### src/rtl/mac_pkg.sv
// Shared types and constants for the multiplier/accumulator datapath.
package mac_pkg;

  typedef enum logic {
    ACCUM = 1'b0,
    DONE  = 1'b1
  } state_t;

  localparam int unsigned PROD_W      = 16;
  localparam int unsigned DEF_DOT_LEN = 8;
  localparam int unsigned DEF_ACC_W   = 19;

  // Smallest accumulator width that can never saturate for a given vector length.
  function automatic int unsigned min_acc_w(input int unsigned dot_len);
    return PROD_W + $clog2(dot_len);
  endfunction

endpackage

### src/rtl/sat_add_u.sv
// Unsigned ACC_W-bit + 16-bit adder that clamps to all-ones instead of wrapping.
module sat_add_u
  import mac_pkg::*;
#(
  parameter int unsigned ACC_W = DEF_ACC_W
) (
  input  logic [ACC_W-1:0]  a,
  input  logic [PROD_W-1:0] b,
  output logic [ACC_W-1:0]  sum_c,
  output logic              ovf_c
);

  logic [ACC_W:0] full;

  always_comb begin
    full  = {1'b0, a} + (ACC_W+1)'(b);
    ovf_c = full[ACC_W];
    sum_c = full[ACC_W] ? '1 : full[ACC_W-1:0];
  end

endmodule

### src/rtl/product_accumulator.sv
// Sums DOT_LEN consecutive products into a saturating accumulator and
// presents each vector's result on a valid/ready port.
module product_accumulator
  import mac_pkg::*;
#(
  parameter int unsigned DOT_LEN = DEF_DOT_LEN,
  parameter int unsigned ACC_W   = DEF_ACC_W
) (
  input  logic              clk,
  input  logic              rst,
  input  logic              clear,
  input  logic              in_valid,
  output logic              in_ready,
  input  logic [PROD_W-1:0] prod,
  output logic              out_valid,
  input  logic              out_ready,
  output logic [ACC_W-1:0]  result,
  output logic              ovf,
  output logic              busy
);

  localparam int unsigned CNT_W = $clog2(DOT_LEN) + 1;

  state_t             state, state_n;
  logic [CNT_W-1:0]   count, count_n;
  logic [ACC_W-1:0]   acc, acc_n;
  logic               sticky, sticky_n;
  logic [ACC_W-1:0]   result_n;
  logic               ovf_n;
  logic               out_valid_n;

  logic [ACC_W-1:0]   add_sum;
  logic               add_ovf;
  logic [ACC_W-1:0]   new_sum;
  logic               new_sticky;
  logic               first_beat;
  logic               last_beat;
  logic               in_xfer;
  logic               out_xfer;

  sat_add_u #(.ACC_W(ACC_W)) u_add (
    .a     (acc),
    .b     (prod),
    .sum_c (add_sum),
    .ovf_c (add_ovf)
  );

  // Ready is combinational from out_ready so a held result can drain and refill in one cycle.
  assign in_ready = (state == ACCUM) || (state == DONE && out_ready);
  assign busy     = (count != '0);

  always_comb begin
    in_xfer     = in_valid && in_ready;
    out_xfer    = out_valid && out_ready;
    first_beat  = (count == '0);
    last_beat   = (count == CNT_W'(DOT_LEN - 1));
    new_sum     = first_beat ? ACC_W'(prod) : add_sum;
    new_sticky  = first_beat ? 1'b0 : (sticky | add_ovf);

    state_n     = state;
    count_n     = count;
    acc_n       = acc;
    sticky_n    = sticky;
    result_n    = result;
    ovf_n       = ovf;
    out_valid_n = out_valid;

    if (clear) begin
      state_n     = ACCUM;
      count_n     = '0;
      acc_n       = '0;
      sticky_n    = 1'b0;
      out_valid_n = 1'b0;
    end else begin
      if (state == DONE && out_xfer) begin
        state_n     = ACCUM;
        out_valid_n = 1'b0;
      end
      // A completing beat overrides the drain above, which covers DOT_LEN == 1 back-to-back.
      if (in_xfer) begin
        if (last_beat) begin
          result_n    = new_sum;
          ovf_n       = new_sticky;
          out_valid_n = 1'b1;
          state_n     = DONE;
          count_n     = '0;
        end else begin
          acc_n    = new_sum;
          sticky_n = new_sticky;
          count_n  = count + CNT_W'(1);
        end
      end
    end
  end

  always_ff @(posedge clk or posedge rst) begin
    if (rst) begin
      state     <= ACCUM;
      count     <= '0;
      acc       <= '0;
      sticky    <= 1'b0;
      result    <= '0;
      ovf       <= 1'b0;
      out_valid <= 1'b0;
    end else begin
      state     <= state_n;
      count     <= count_n;
      acc       <= acc_n;
      sticky    <= sticky_n;
      result    <= result_n;
      ovf       <= ovf_n;
      out_valid <= out_valid_n;
    end
  end

endmodule

### config.mk
export PLATFORM = sky130hd
export DESIGN_NAME = product_accumulator
export DESIGN_NICKNAME = d
export VERILOG_FILES = /design/src/rtl/mac_pkg.sv /design/src/rtl/sat_add_u.sv /design/src/rtl/product_accumulator.sv
export SDC_FILE = /design/constraint.sdc
export NUM_CORES = 1
export LEC_CHECK = 0
export BUFFER_PORTS_ARGS = -buffer_cell sky130_fd_sc_hd__buf_2
export CAP_MARGIN = 40
export CORE_MARGIN = 2
export CORE_UTILIZATION = 57
export DETAILED_ROUTE_END_ITERATION = 8
export PLACE_DENSITY = 0.8
export SLEW_MARGIN = 20
export SYNTH_ARGS = -nofsm -noshare
export SYNTH_HDL_FRONTEND = slang
export SYNTH_SLANG_ARGS = --single-unit
export TNS_END_PERCENT = 5
### constraint.sdc
create_clock -name clk -period 3.3 [get_ports clk]
set_input_delay 0.33 -clock clk [delete_from_list [all_inputs] [get_ports clk]]
set_output_delay 0.33 -clock clk [all_outputs]
set_load 0.03 [all_outputs]
==> flow_metrics.env, run 1 <==
export IMPL_clock_skew_ns=0.007733
export IMPL_num_vias=2547
export IMPL_htree_levels=2
export IMPL_ys_seq_elements=46
export IMPL_nFillCells=432
export IMPL_drtAntennaViolNets=0
export IMPL_clk_latency_ns=0.30
export IMPL_cts_clk_slew_worst_paths_ns=0.09
export IMPL_worst_setup_path_type="reg -> out"
export IMPL_crit_start="count[0]"
export IMPL_use_met1_pct=33.25
export IMPL_rsz0062_at_grt="false"
export IMPL_placed_cell_area_um2=3214
export IMPL_setup_viol=0
export IMPL_drtIter0Drc=183
export IMPL_reg2reg_depth=9
export IMPL_die_height_um=75.67
export IMPL_cts_root_buf="clkbuf_8"
export IMPL_synth_async_sr_flop_share_pct=100.0
export IMPL_pin_count=44
export IMPL_drive_gt1_share_pct=19.51
export IMPL_power_leakage_nw=1.609
export IMPL_slowest_stage="clkinv_1"
export IMPL_rr_endpoint="result[2]"
export IMPL_fin_setup_tns_ns=0
export IMPL_period_needed_ns=2.660
export IMPL_sw_frac_of_total_pct=32.72
export IMPL_synthesis_nets=365
export IMPL_max_slew_margin_rel_pct=56.60
export IMPL_grt_util_all_layers_pct=25.76
export IMPL_grt_pass1_wl_mm=11.14
export IMPL_cp_num_buf_inv=3
export IMPL_finalCritPeriodShare_pct=80.61
export IMPL_antenna_found_initial=0
export IMPL_slew_viol_final=0
export IMPL_grt_use_met3_pct=4.233
export IMPL_cp_required_ns=2.97
export IMPL_cts_resized=0
export IMPL_syn_avg_cell_area_um2=9.009
export IMPL_cts_path_max_buffers=2
export IMPL_dp_slack_ns=0.6716
export IMPL_seq_area_um2=1151
export IMPL_multi_input_area_um2=1632
export IMPL_synth_seq_area_share_pct=39.32
export IMPL_grt_ovfl_total=0
export IMPL_dpl_hpwl_mm=4.939
export IMPL_worst_slew_pin_slew_ns=0.6487
export IMPL_rows=26
export IMPL_synth_ff_type="dfrtp_1"
export IMPL_drv_cap=0
export IMPL_pwr_share_comb_pct=27.0
export IMPL_design_area_um2=3309
export IMPL_avgRoutedWirePerCell_um=15.61
export IMPL_cts_hold_buffers=0
export IMPL_antenna_cells=0
export IMPL_powerDensity_nw_per_um2=399.9
export IMPL_grt_pass1_vias=2439
export IMPL_crit_chain="inv_1, ha_1, and3_1, clkinv_1, buf_2"
export IMPL_cts_sinks=46
export IMPL_irDropWorstVdd_mv=0.2156
export IMPL_ys_warn_count=0
export IMPL_p_sw_uw=433.0
export IMPL_finalHoldViolations=0
export IMPL_viasPerCell=5.869
export IMPL_start_util_pct=58.06
export IMPL_area_growth_pct=13.03
export IMPL_numPortBuffers=43
export IMPL_timing_fmax_mhz=375.9
export IMPL_synthDistinctLibCells=51
export IMPL_syn_instance_count=325
export IMPL_drtPass1Iterations=4
export IMPL_numCtsBuffers=5
export IMPL_core_um2=5042
export IMPL_cp_max_fo=19
export IMPL_p_clk_share_pct=27.5
export IMPL_synth_edf_count=0
export IMPL_dieArea_um2=5726
export IMPL_cts_tree="yes"
export IMPL_rrSetupSlack_ns=0.71
export IMPL_busiest_layer="met2"
export IMPL_worst_slack_ns=0.6399
export IMPL_seqPwrFrac_pct=45.4
export IMPL_grt_max_degree=25
export IMPL_holdCritPathClass="in -> async"
export IMPL_routed_wl_mm=6.773
export IMPL_critPathMaxStageDelay_ns=0.59
export IMPL_drc=0
export IMPL_syn_area_um2=2928
export IMPL_cts_setup_buffers=0
export IMPL_crit_family="buffers and inverters"
export IMPL_arrival_ns=2.33
export IMPL_cp_end_kind="primary output"
export IMPL_intPower_uw=890.4
export IMPL_fin_nets=403
export IMPL_chipWidth_um=75.67
export IMPL_gp_congestion=1.021
export IMPL_use_met2_pct=43.57
export IMPL_status="completed"
export IMPL_startpoint_type="flop"
export IMPL_worstReg2RegStart="acc[12]"
[cells by family (layout without fill, tap and decap cells)]
| group | after synthesis | count (layout) | synth area share [%] |
|---|---|---|---|
| adders and majority gates | 19 | 19 | 8.376 |
| AOI/OAI and AO/OA | 105 | 105 | 23.85 |
| muxes | 7 | 7 | 2.649 |
| DFF | 46 | 46 | 39.32 |
| xor gates and xnor gates | 15 | 15 | 4.487 |
| buffers and inverters | 35 | 74 | 5.256 |
| and+or+nand+nor | 98 | 98 | 16.07 |
[power by group through the flow]
stage	sequential, mW	combinational (mW)	clock (mW)
2_1_floorplan	0.612	0.261	0
3_3_place_gp	0.611	0.341	0
3_5_place_dp	0.612	0.350	0
4_1_cts	0.601	0.355	0.372
5_1_grt	0.604	0.396	0.394
6_report	0.601	0.358	0.365
[registers in the layout (all words and copies together), names as in the netlist]
name,flops
ovf,1
result,19
count,4
out_valid,1
acc,19
state,1
sticky,1
[how the worst max path moves through the flow]
stage,end,depth (start not counted)
floorplan,result[0],10
global placement,acc[17],9
detailed placement,acc[6],9
CTS,busy,5
global route,busy,5
finish,busy,5
[Yosys cell counts (3+ instances only)]
| cell type | number | area [um2] |
|---|---|---|
| o211ai_1 | 4 | 30.03 |
| a22o_1 | 7 | 61.31 |
| clkbuf_1 | 10 | 37.54 |
| a21oi_1 | 21 | 105.1 |
| nand3_1 | 10 | 50.05 |
| nor2_1 | 25 | 93.84 |
| o21ai_0 | 22 | 110.1 |
| and3_1 | 3 | 18.77 |
| nor3_1 | 6 | 30.03 |
| buf_2 | 4 | 20.02 |
| inv_1 | 16 | 60.06 |
| dfrtp_1 | 46 | 1151 |
| nor2b_1 | 3 | 18.77 |
| ha_1 | 18 | 225.2 |
| o22ai_1 | 3 | 18.77 |
| nand2_1 | 32 | 120.1 |
| and2_1 | 4 | 25.02 |
| a21o_1 | 4 | 30.03 |
| a31oi_1 | 11 | 68.82 |
| o21a_1 | 10 | 75.07 |
| xnor2_1 | 6 | 52.55 |
| mux2_2 | 6 | 67.56 |
| o21ai_1 | 3 | 15.01 |
| a311oi_1 | 4 | 35.03 |
| xor2_1 | 9 | 78.83 |
| or3_1 | 3 | 18.77 |
[area by class of cell]
cell class                      count  share of cell area, %
Timing Repair Buffer               49                  8.469
Multi-Input combinational cell    244                  49.30
Clock buffer                        6                  2.495
Sequential cell                    46                  34.78
Inverter                           17                  1.928
Clock inverter                      2                 0.3781
Tap cell                           70                  2.647
[worst register-to-register path: stages (launching register included)]
cell and delay, ns:
dfrtp_1 0.40, ha_1 0.39, a21oi_1 0.27, inv_1 0.09, a221oi_2 0.32, a31oi_2 0.15, nor3_2 0.12, buf_4 0.27
o21ai_0 0.18, mux2_2 0.29
[stage by stage]
stage	util [%]	hold WS, ns	total power, mW	instances
floorplan	-	0.4538	0.8736	325
global placement	63.20	0.4708	0.9515	425
detailed placement	63.75	0.4090	0.9615	426
CTS	65.63	0.07402	1.328	434
global route	65.63	0.1053	1.394	434
finish	65.63	0.06491	1.323	434
[metal layers]
| layer | routed length [um] | vias to the layer above |
|---|---|---|
| li1 | - | 1241 |
| met1 | 3031 | 1216 |
| met2 | 3275 | 74 |
| met3 | 318 | 16 |
| met4 | 148 | 0 |
| met5 | 0 | - |
[cell usage in the layout, fill, tap and decap left out, types with 2 or more instances in the layout]
master	count
a211oi_1	2
a21o_1	4
a21oi_1	21
a22o_1	7
a2bb2oi_1	2
a311oi_1	4
a31o_2	2
a31oi_1	11
and2_1	4
and3_1	3
and4_1	2
buf_2	43
buf_4	5
clkbuf_8	6
dfrtp_1	46
ha_1	18
inv_1	15
mux2_2	6
nand2_1	32
nand2b_1	2
nand3_1	10
nand4_1	2
nor2_1	25
nor2b_1	3
nor3_1	6
o211ai_1	4
o21a_1	10
o21ai_0	22
o21ai_1	3
o21ba_1	2
o21bai_1	2
o22ai_1	3
or3_1	3
xnor2_1	6
xor2_1	9
Power figures use the tool's default switching activity.
==> run 2: changes to the inputs <==
--- a/config.mk
+++ b/config.mk
@@ -8,9 +8,9 @@
 export BUFFER_PORTS_ARGS = -buffer_cell sky130_fd_sc_hd__buf_2
 export CAP_MARGIN = 40
 export CORE_MARGIN = 2
-export CORE_UTILIZATION = 57
+export CORE_UTILIZATION = 52
 export DETAILED_ROUTE_END_ITERATION = 8
-export PLACE_DENSITY = 0.8
+export PLACE_DENSITY = 0.77
 export SLEW_MARGIN = 20
 export SYNTH_ARGS = -nofsm -noshare
 export SYNTH_HDL_FRONTEND = slang
==> constraint.sdc (replaced) <==
create_clock -name clk -period 2.2 [get_ports clk]
set_input_delay 0.22 -clock clk [delete_from_list [all_inputs] [get_ports clk]]
set_output_delay 0.22 -clock clk [all_outputs]
set_load 0.03 [all_outputs]
==> flow_metrics.env, run 2 (synthesized netlist as in run 1, its figures left out) <==
export IMPL_setup_viol=40
export IMPL_largest_registers="acc x19, result x19, count x4"
export IMPL_top_layer="met4"
export IMPL_worst_slew_pin_slew_ns=0.7148
export IMPL_dpl_hpwl_mm=5.755
export IMPL_cts_hold_buffers=0
export IMPL_arrival_ns=2.65
export IMPL_grt_ovfl_total=0
export IMPL_critPathMaxStageDelay_ns=0.47
export IMPL_rr_endpoint="acc[18]"
export IMPL_reg2reg_depth=9
export IMPL_rsz0062_at_grt="true"
export IMPL_dp_slack_ns=-0.2591
export IMPL_holdCritPathClass="in -> async"
export IMPL_wl_met2_mm=4.231
export IMPL_cp_end_kind="flop"
export IMPL_layout_common_cells="51 x buf_4, 46 x dfrtp_1, 43 x buf_2, 32 x nand2_1, 25 x nor2_1"
export IMPL_start_util_pct=53.50
export IMPL_core_um2=5473
export IMPL_status="finished, violations left"
export IMPL_power_leakage_nw=1.879
export IMPL_wl_met1_mm=3.693
export IMPL_pin_count=44
export IMPL_worst_slack_ns=-0.2258
export IMPL_slew_viol_final=0
export IMPL_drc=0
export IMPL_cts_root_buf="clkbuf_8"
export IMPL_timing_critical_path_to="acc[18]"
export IMPL_drv_cap=0
export IMPL_gp_congestion=0.9453
export IMPL_cts_sinks=46
export IMPL_htree_levels=2
export IMPL_fin_setup_tns_ns=-4.096
export IMPL_max_slew_margin_rel_pct=52.17
export IMPL_drtAntennaViolNets=0
export IMPL_cts_tree="yes"
export IMPL_numPortBuffers=43
export IMPL_irDropWorstVdd_mv=0.3553
export IMPL_cp_max_fo=6
export IMPL_cts_clk_slew_worst_paths_ns=0.09
export IMPL_avgRoutedWirePerCell_um=17.37
export IMPL_finalCritPeriodShare_pct=110.3
export IMPL_crit_family="compound AO/OA/AOI/OAI gates"
export IMPL_grt_pass1_vias=2805
export IMPL_slowest_stage="or4_4"
export IMPL_drtIter0Drc=166
export IMPL_period_needed_ns=2.426
export IMPL_layout_commonest_cell="buf_4"
export IMPL_violations="negative setup slack"
export IMPL_clk_latency_ns=0.31
export IMPL_startpoint_type="flop"
export IMPL_rrSetupSlack_ns=-0.23
export IMPL_crit_cells=9
export IMPL_die_height_um=79.04
export IMPL_worst_setup_path_type="reg -> reg"
export IMPL_crit_start="acc[2]"
export IMPL_dr_wl_met3_um=354
export IMPL_drtPass1Iterations=4
export IMPL_chipWidth_um=79.04
export IMPL_numCtsBuffers=5
export IMPL_post_route_util_pct=73.05
export IMPL_num_vias=2834
export IMPL_routed_wl_mm=8.460
export IMPL_area_growth_pct=36.54
export IMPL_cp_required_ns=2.43
export IMPL_grt_max_degree=47
export IMPL_nFillCells=398
export IMPL_drive_gt1_share_pct=37.83
export IMPL_cts_path_max_buffers=2
export IMPL_worstReg2RegStart="acc[2]"
export IMPL_rows=27
export IMPL_powerDensity_nw_per_um2=568.4
export IMPL_antenna_found_initial=0
export IMPL_clock_skew_ns=0.003319
export IMPL_viasPerCell=5.819
export IMPL_cp_num_buf_inv=1
export IMPL_finalHoldViolations=0
export IMPL_grt_pass1_wl_mm=13.53
export IMPL_timing_fmax_mhz=412.2
export IMPL_dieArea_um2=6247
export IMPL_fin_nets=455
export IMPL_antenna_cells=0
export IMPL_crit_chain="ha_4, o211ai_1, o211a_1, or4_4, a31oi_4, or2_4, buf_12, o21ba_1, o22ai_1"
export IMPL_grt_util_all_layers_pct=27.67
[run 2: changes by cell type in the layout (fill, tap and decap cells not counted), moves of 5 or more]
cell     change
o21ai_0      -9
ha_1        -11
o21ai_1      +7
ha_4        +11
buf_4       +46
a21oi_1      -5
buf_6        +5
[run 2: where the power goes]
part	switching [mW]	leakage, nW	internal [mW]
combinational	0.442	1.21	0.410
sequential	0.0313	0.623	0.880
clock	0.295	0.0438	0.214
total	0.768	1.88	1.50
[run 2: worst min-delay path: cells and delay by family]
| kind | cells | cell delay [ns] |
|---|---|---|
| buffers and inverters | 3 | 0.61 |
[run 2: final cells by class]
cell class	instances	area (um2)	area share, %
multi-input combinational	244	1918	47.98
sequential	46	1151	28.79
timing repair buffer	101	694.4	17.37
tap	72	90.09	2.254
clock buffer	5	68.82	1.721
inverter	17	65.06	1.628
clock inverter	2	10.01	0.2504
[run 2: repair_timing]
action                     4_1_cts  5_1_grt
resized for setup               39        9
setup buffers                    3        4
setup endpoints to repair       40       41
pin swaps                       14       17
[run 2: routing by layer]
layer,global-route usage [%],vias up
met2,47.71,78
met3,4.432,19
met4,10.00,0
met5,0,-
li1,-,1344
met1,35.10,1393
[run 2: stage by stage]
step,cells,area (um2),power [mW],hold slack (ns)
floorplan,325,2997,1.339,0.3747
global placement,472,3610,1.612,0.4008
detailed placement,473,3621,1.635,0.4059
CTS,483,3921,2.215,0.07502
global route,487,3998,2.386,0.1200
finish,487,3998,2.272,0.05821
[run 2: how the worst min path moves through the flow]
stage	start	endpoint	slack [ns]	depth (start not counted)
after floorplan	in_valid	count[1]	0.37	2
after global placement	rst	count[2]	0.40	3
after detailed placement	rst	result[4]	0.41	3
after CTS	rst	acc[16]	0.08	3
after global routing	rst	result[3]	0.12	3
final	rst	result[4]	0.06	3
==> run 3: changes to the inputs <==
--- a/config.mk
+++ b/config.mk
@@ -8,9 +8,10 @@
 export BUFFER_PORTS_ARGS = -buffer_cell sky130_fd_sc_hd__buf_2
 export CAP_MARGIN = 40
 export CORE_MARGIN = 2
-export CORE_UTILIZATION = 52
+export CORE_UTILIZATION = 53
+export CTS_BUF_LIST = sky130_fd_sc_hd__clkbuf_8
 export DETAILED_ROUTE_END_ITERATION = 8
-export PLACE_DENSITY = 0.77
+export PLACE_DENSITY = 0.78
 export SLEW_MARGIN = 20
 export SYNTH_ARGS = -nofsm -noshare
 export SYNTH_HDL_FRONTEND = slang
==> flow_metrics.env, run 3 (synthesized netlist as in run 1, its figures left out) <==
export IMPL_area_growth_pct=38.08
export IMPL_finalHoldViolations=0
export IMPL_cts_hold_buffers=0
export IMPL_cts_sinks=46
export IMPL_worst_setup_path_type="reg -> reg"
export IMPL_finalCritPeriodShare_pct=106.7
export IMPL_cts_path_max_buffers=2
export IMPL_avgRoutedWirePerCell_um=16.80
export IMPL_seqPwrFrac_pct=38.4
export IMPL_drtIter0Drc=189
export IMPL_num_vias=2807
export IMPL_violations="negative setup slack"
export IMPL_cp_max_fo=11
export IMPL_instances_no_fill=487
export IMPL_p_sw_uw=763.8
export IMPL_cts_tree="yes"
export IMPL_antenna_found_initial=0
export IMPL_drv_cap=0
export IMPL_cts_root_buf="clkbuf_8"
export IMPL_intPower_mw=1.608
export IMPL_worstReg2RegStart="acc[4]"
export IMPL_powerDensity_nw_per_um2=586.6
export IMPL_crit_chain="ha_4, o211ai_1, o211a_1, or4_4, a31oi_4, nor3_4, buf_6, and2_4, o21ai_2"
export IMPL_pin_count=44
export IMPL_drc=0
export IMPL_grt_max_degree=47
export IMPL_rrSetupSlack_ns=-0.15
export IMPL_layout_commonest_cell="buf_4"
export IMPL_timing_critical_path_to="acc[14]"
export IMPL_reg2reg_depth=9
export IMPL_rsz0062_at_grt="true"
export IMPL_max_slew_margin_rel_pct=55.81
export IMPL_grt_util_all_layers_pct=26.94
export IMPL_routed_wl_mm=8.183
export IMPL_slowest_stage="or4_4"
export IMPL_post_route_util_pct=74.79
export IMPL_slew_viol_final=0
export IMPL_cp_required_ns=2.43
export IMPL_grt_ovfl_total=0
export IMPL_clock_skew_ns=0.005418
export IMPL_p_clk_share_pct=25.6
export IMPL_status="finished, violations left"
export IMPL_dp_cells=475
export IMPL_viasPerCell=5.764
export IMPL_irDropWorstVdd_mv=0.3545
export IMPL_critPathMaxStageDelay_ns=0.48
export IMPL_drtAntennaViolNets=0
export IMPL_antenna_cells=0
export IMPL_grt_pass1_vias=2787
export IMPL_cp_end_kind="flop"
export IMPL_pwr_share_comb_pct=36.0
export IMPL_arrival_ns=2.58
export IMPL_worst_slack_ns=-0.1464
export IMPL_period_needed_ns=2.346
export IMPL_cts_clk_slew_worst_paths_ns=0.08
export IMPL_start_util_pct=54.17
export IMPL_worst_slew_pin_slew_ns=0.6603
export IMPL_grt_pass1_wl_mm=13.21
export IMPL_gp_congestion=0.9003
export IMPL_chipWidth_um=78.33
export IMPL_drive_gt1_share_pct=40.00
export IMPL_core_um2=5405
export IMPL_dieArea_um2=6135
export IMPL_numPortBuffers=43
export IMPL_holdCritPathClass="in -> async"
export IMPL_dpl_hpwl_mm=5.734
export IMPL_fin_nets=454
export IMPL_drtPass1Iterations=4
export IMPL_setup_viol=38
export IMPL_layout_common_cells="52 x buf_4, 46 x dfrtp_1, 43 x buf_2, 32 x nand2_1, 25 x nor2_1"
export IMPL_timing_fmax_mhz=426.2
export IMPL_crit_start="acc[4]"
export IMPL_numCtsBuffers=5
export IMPL_startpoint_type="flop"
export IMPL_largest_registers="acc x19, result x19, count x4"
export IMPL_power_leakage_nw=1.882
export IMPL_rr_endpoint="acc[14]"
export IMPL_clk_latency_ns=0.30
export IMPL_rows=27
export IMPL_sw_frac_of_total_pct=32.21
export IMPL_htree_levels=2
export IMPL_die_height_um=78.33
-- run 3: how the worst min path moves through the flow --
stage | end | from | slack, ns
final | result[18] | rst | 0.06
after floorplan | count[1] | in_valid | 0.37
after CTS | acc[11] | rst | 0.08
after global placement | result[16] | rst | 0.40
after global routing | result[4] | rst | 0.12
after detailed placement | result[18] | rst | 0.41
-- run 3: repair_timing --
item	in CTS	in global routing
endpoints found under the hold margin	0	0
pin swaps	14	9
buffers inserted	0	3
gates cloned	1	0
resized for setup	25	27
endpoints found under the setup margin	39	41
-- run 3: through the flow --
stage          area (um2)  hold slack [ns]  TNS (ns)  power [mW]  setup WS, ns
2_1_floorplan        2997           0.3747   -0.2275       1.339      -0.02699
3_3_place_gp         3600           0.4021    -2.140       1.611       -0.1494
3_5_place_dp         3611           0.4077    -4.398       1.628       -0.2517
4_1_cts              3840          0.07641    -2.410       2.285       -0.1319
5_1_grt              4043           0.1208    -5.231       2.493       -0.1985
6_report             4043          0.05570    -2.544       2.371       -0.1464
-- run 3: routing by layer --
layer | GRT usage [%] | routed length (um)
met4 | 8.246 | 90
met1 | 36.41 | 3586
met2 | 44.83 | 4198
met5 | 0 | 0
met3 | 4.138 | 307
-- run 3: final cells by class --
| cell class | count | area [um2] |
|---|---|---|
| multi-input combinational | 245 | 1973 |
| sequential | 46 | 1151 |
| fill | 393 | 1363 |
| timing repair buffer | 99 | 650.6 |
| clock buffer | 8 | 110.1 |
| inverter | 17 | 67.56 |
| tap | 72 | 90.09 |
-- run 3: critical path, delay by kind of cell, from the launching register on --
kind | cells | cell delay [ns]
AOI/OAI and AO/OA | 4 | 0.71
DFF | 1 | 0.42
buffers and inverters | 1 | 0.16
and+or+nand+nor | 3 | 0.70
adders and majority gates | 1 | 0.29
-- run 3: power groups by stage --
stage	registers, mW	clock network (mW)	logic (mW)
3_3_place_gp	0.917	0	0.693
5_1_grt	0.914	0.653	0.926
3_5_place_dp	0.920	0	0.708
4_1_cts	0.906	0.619	0.760
6_report	0.911	0.607	0.854
2_1_floorplan	0.920	0	0.419
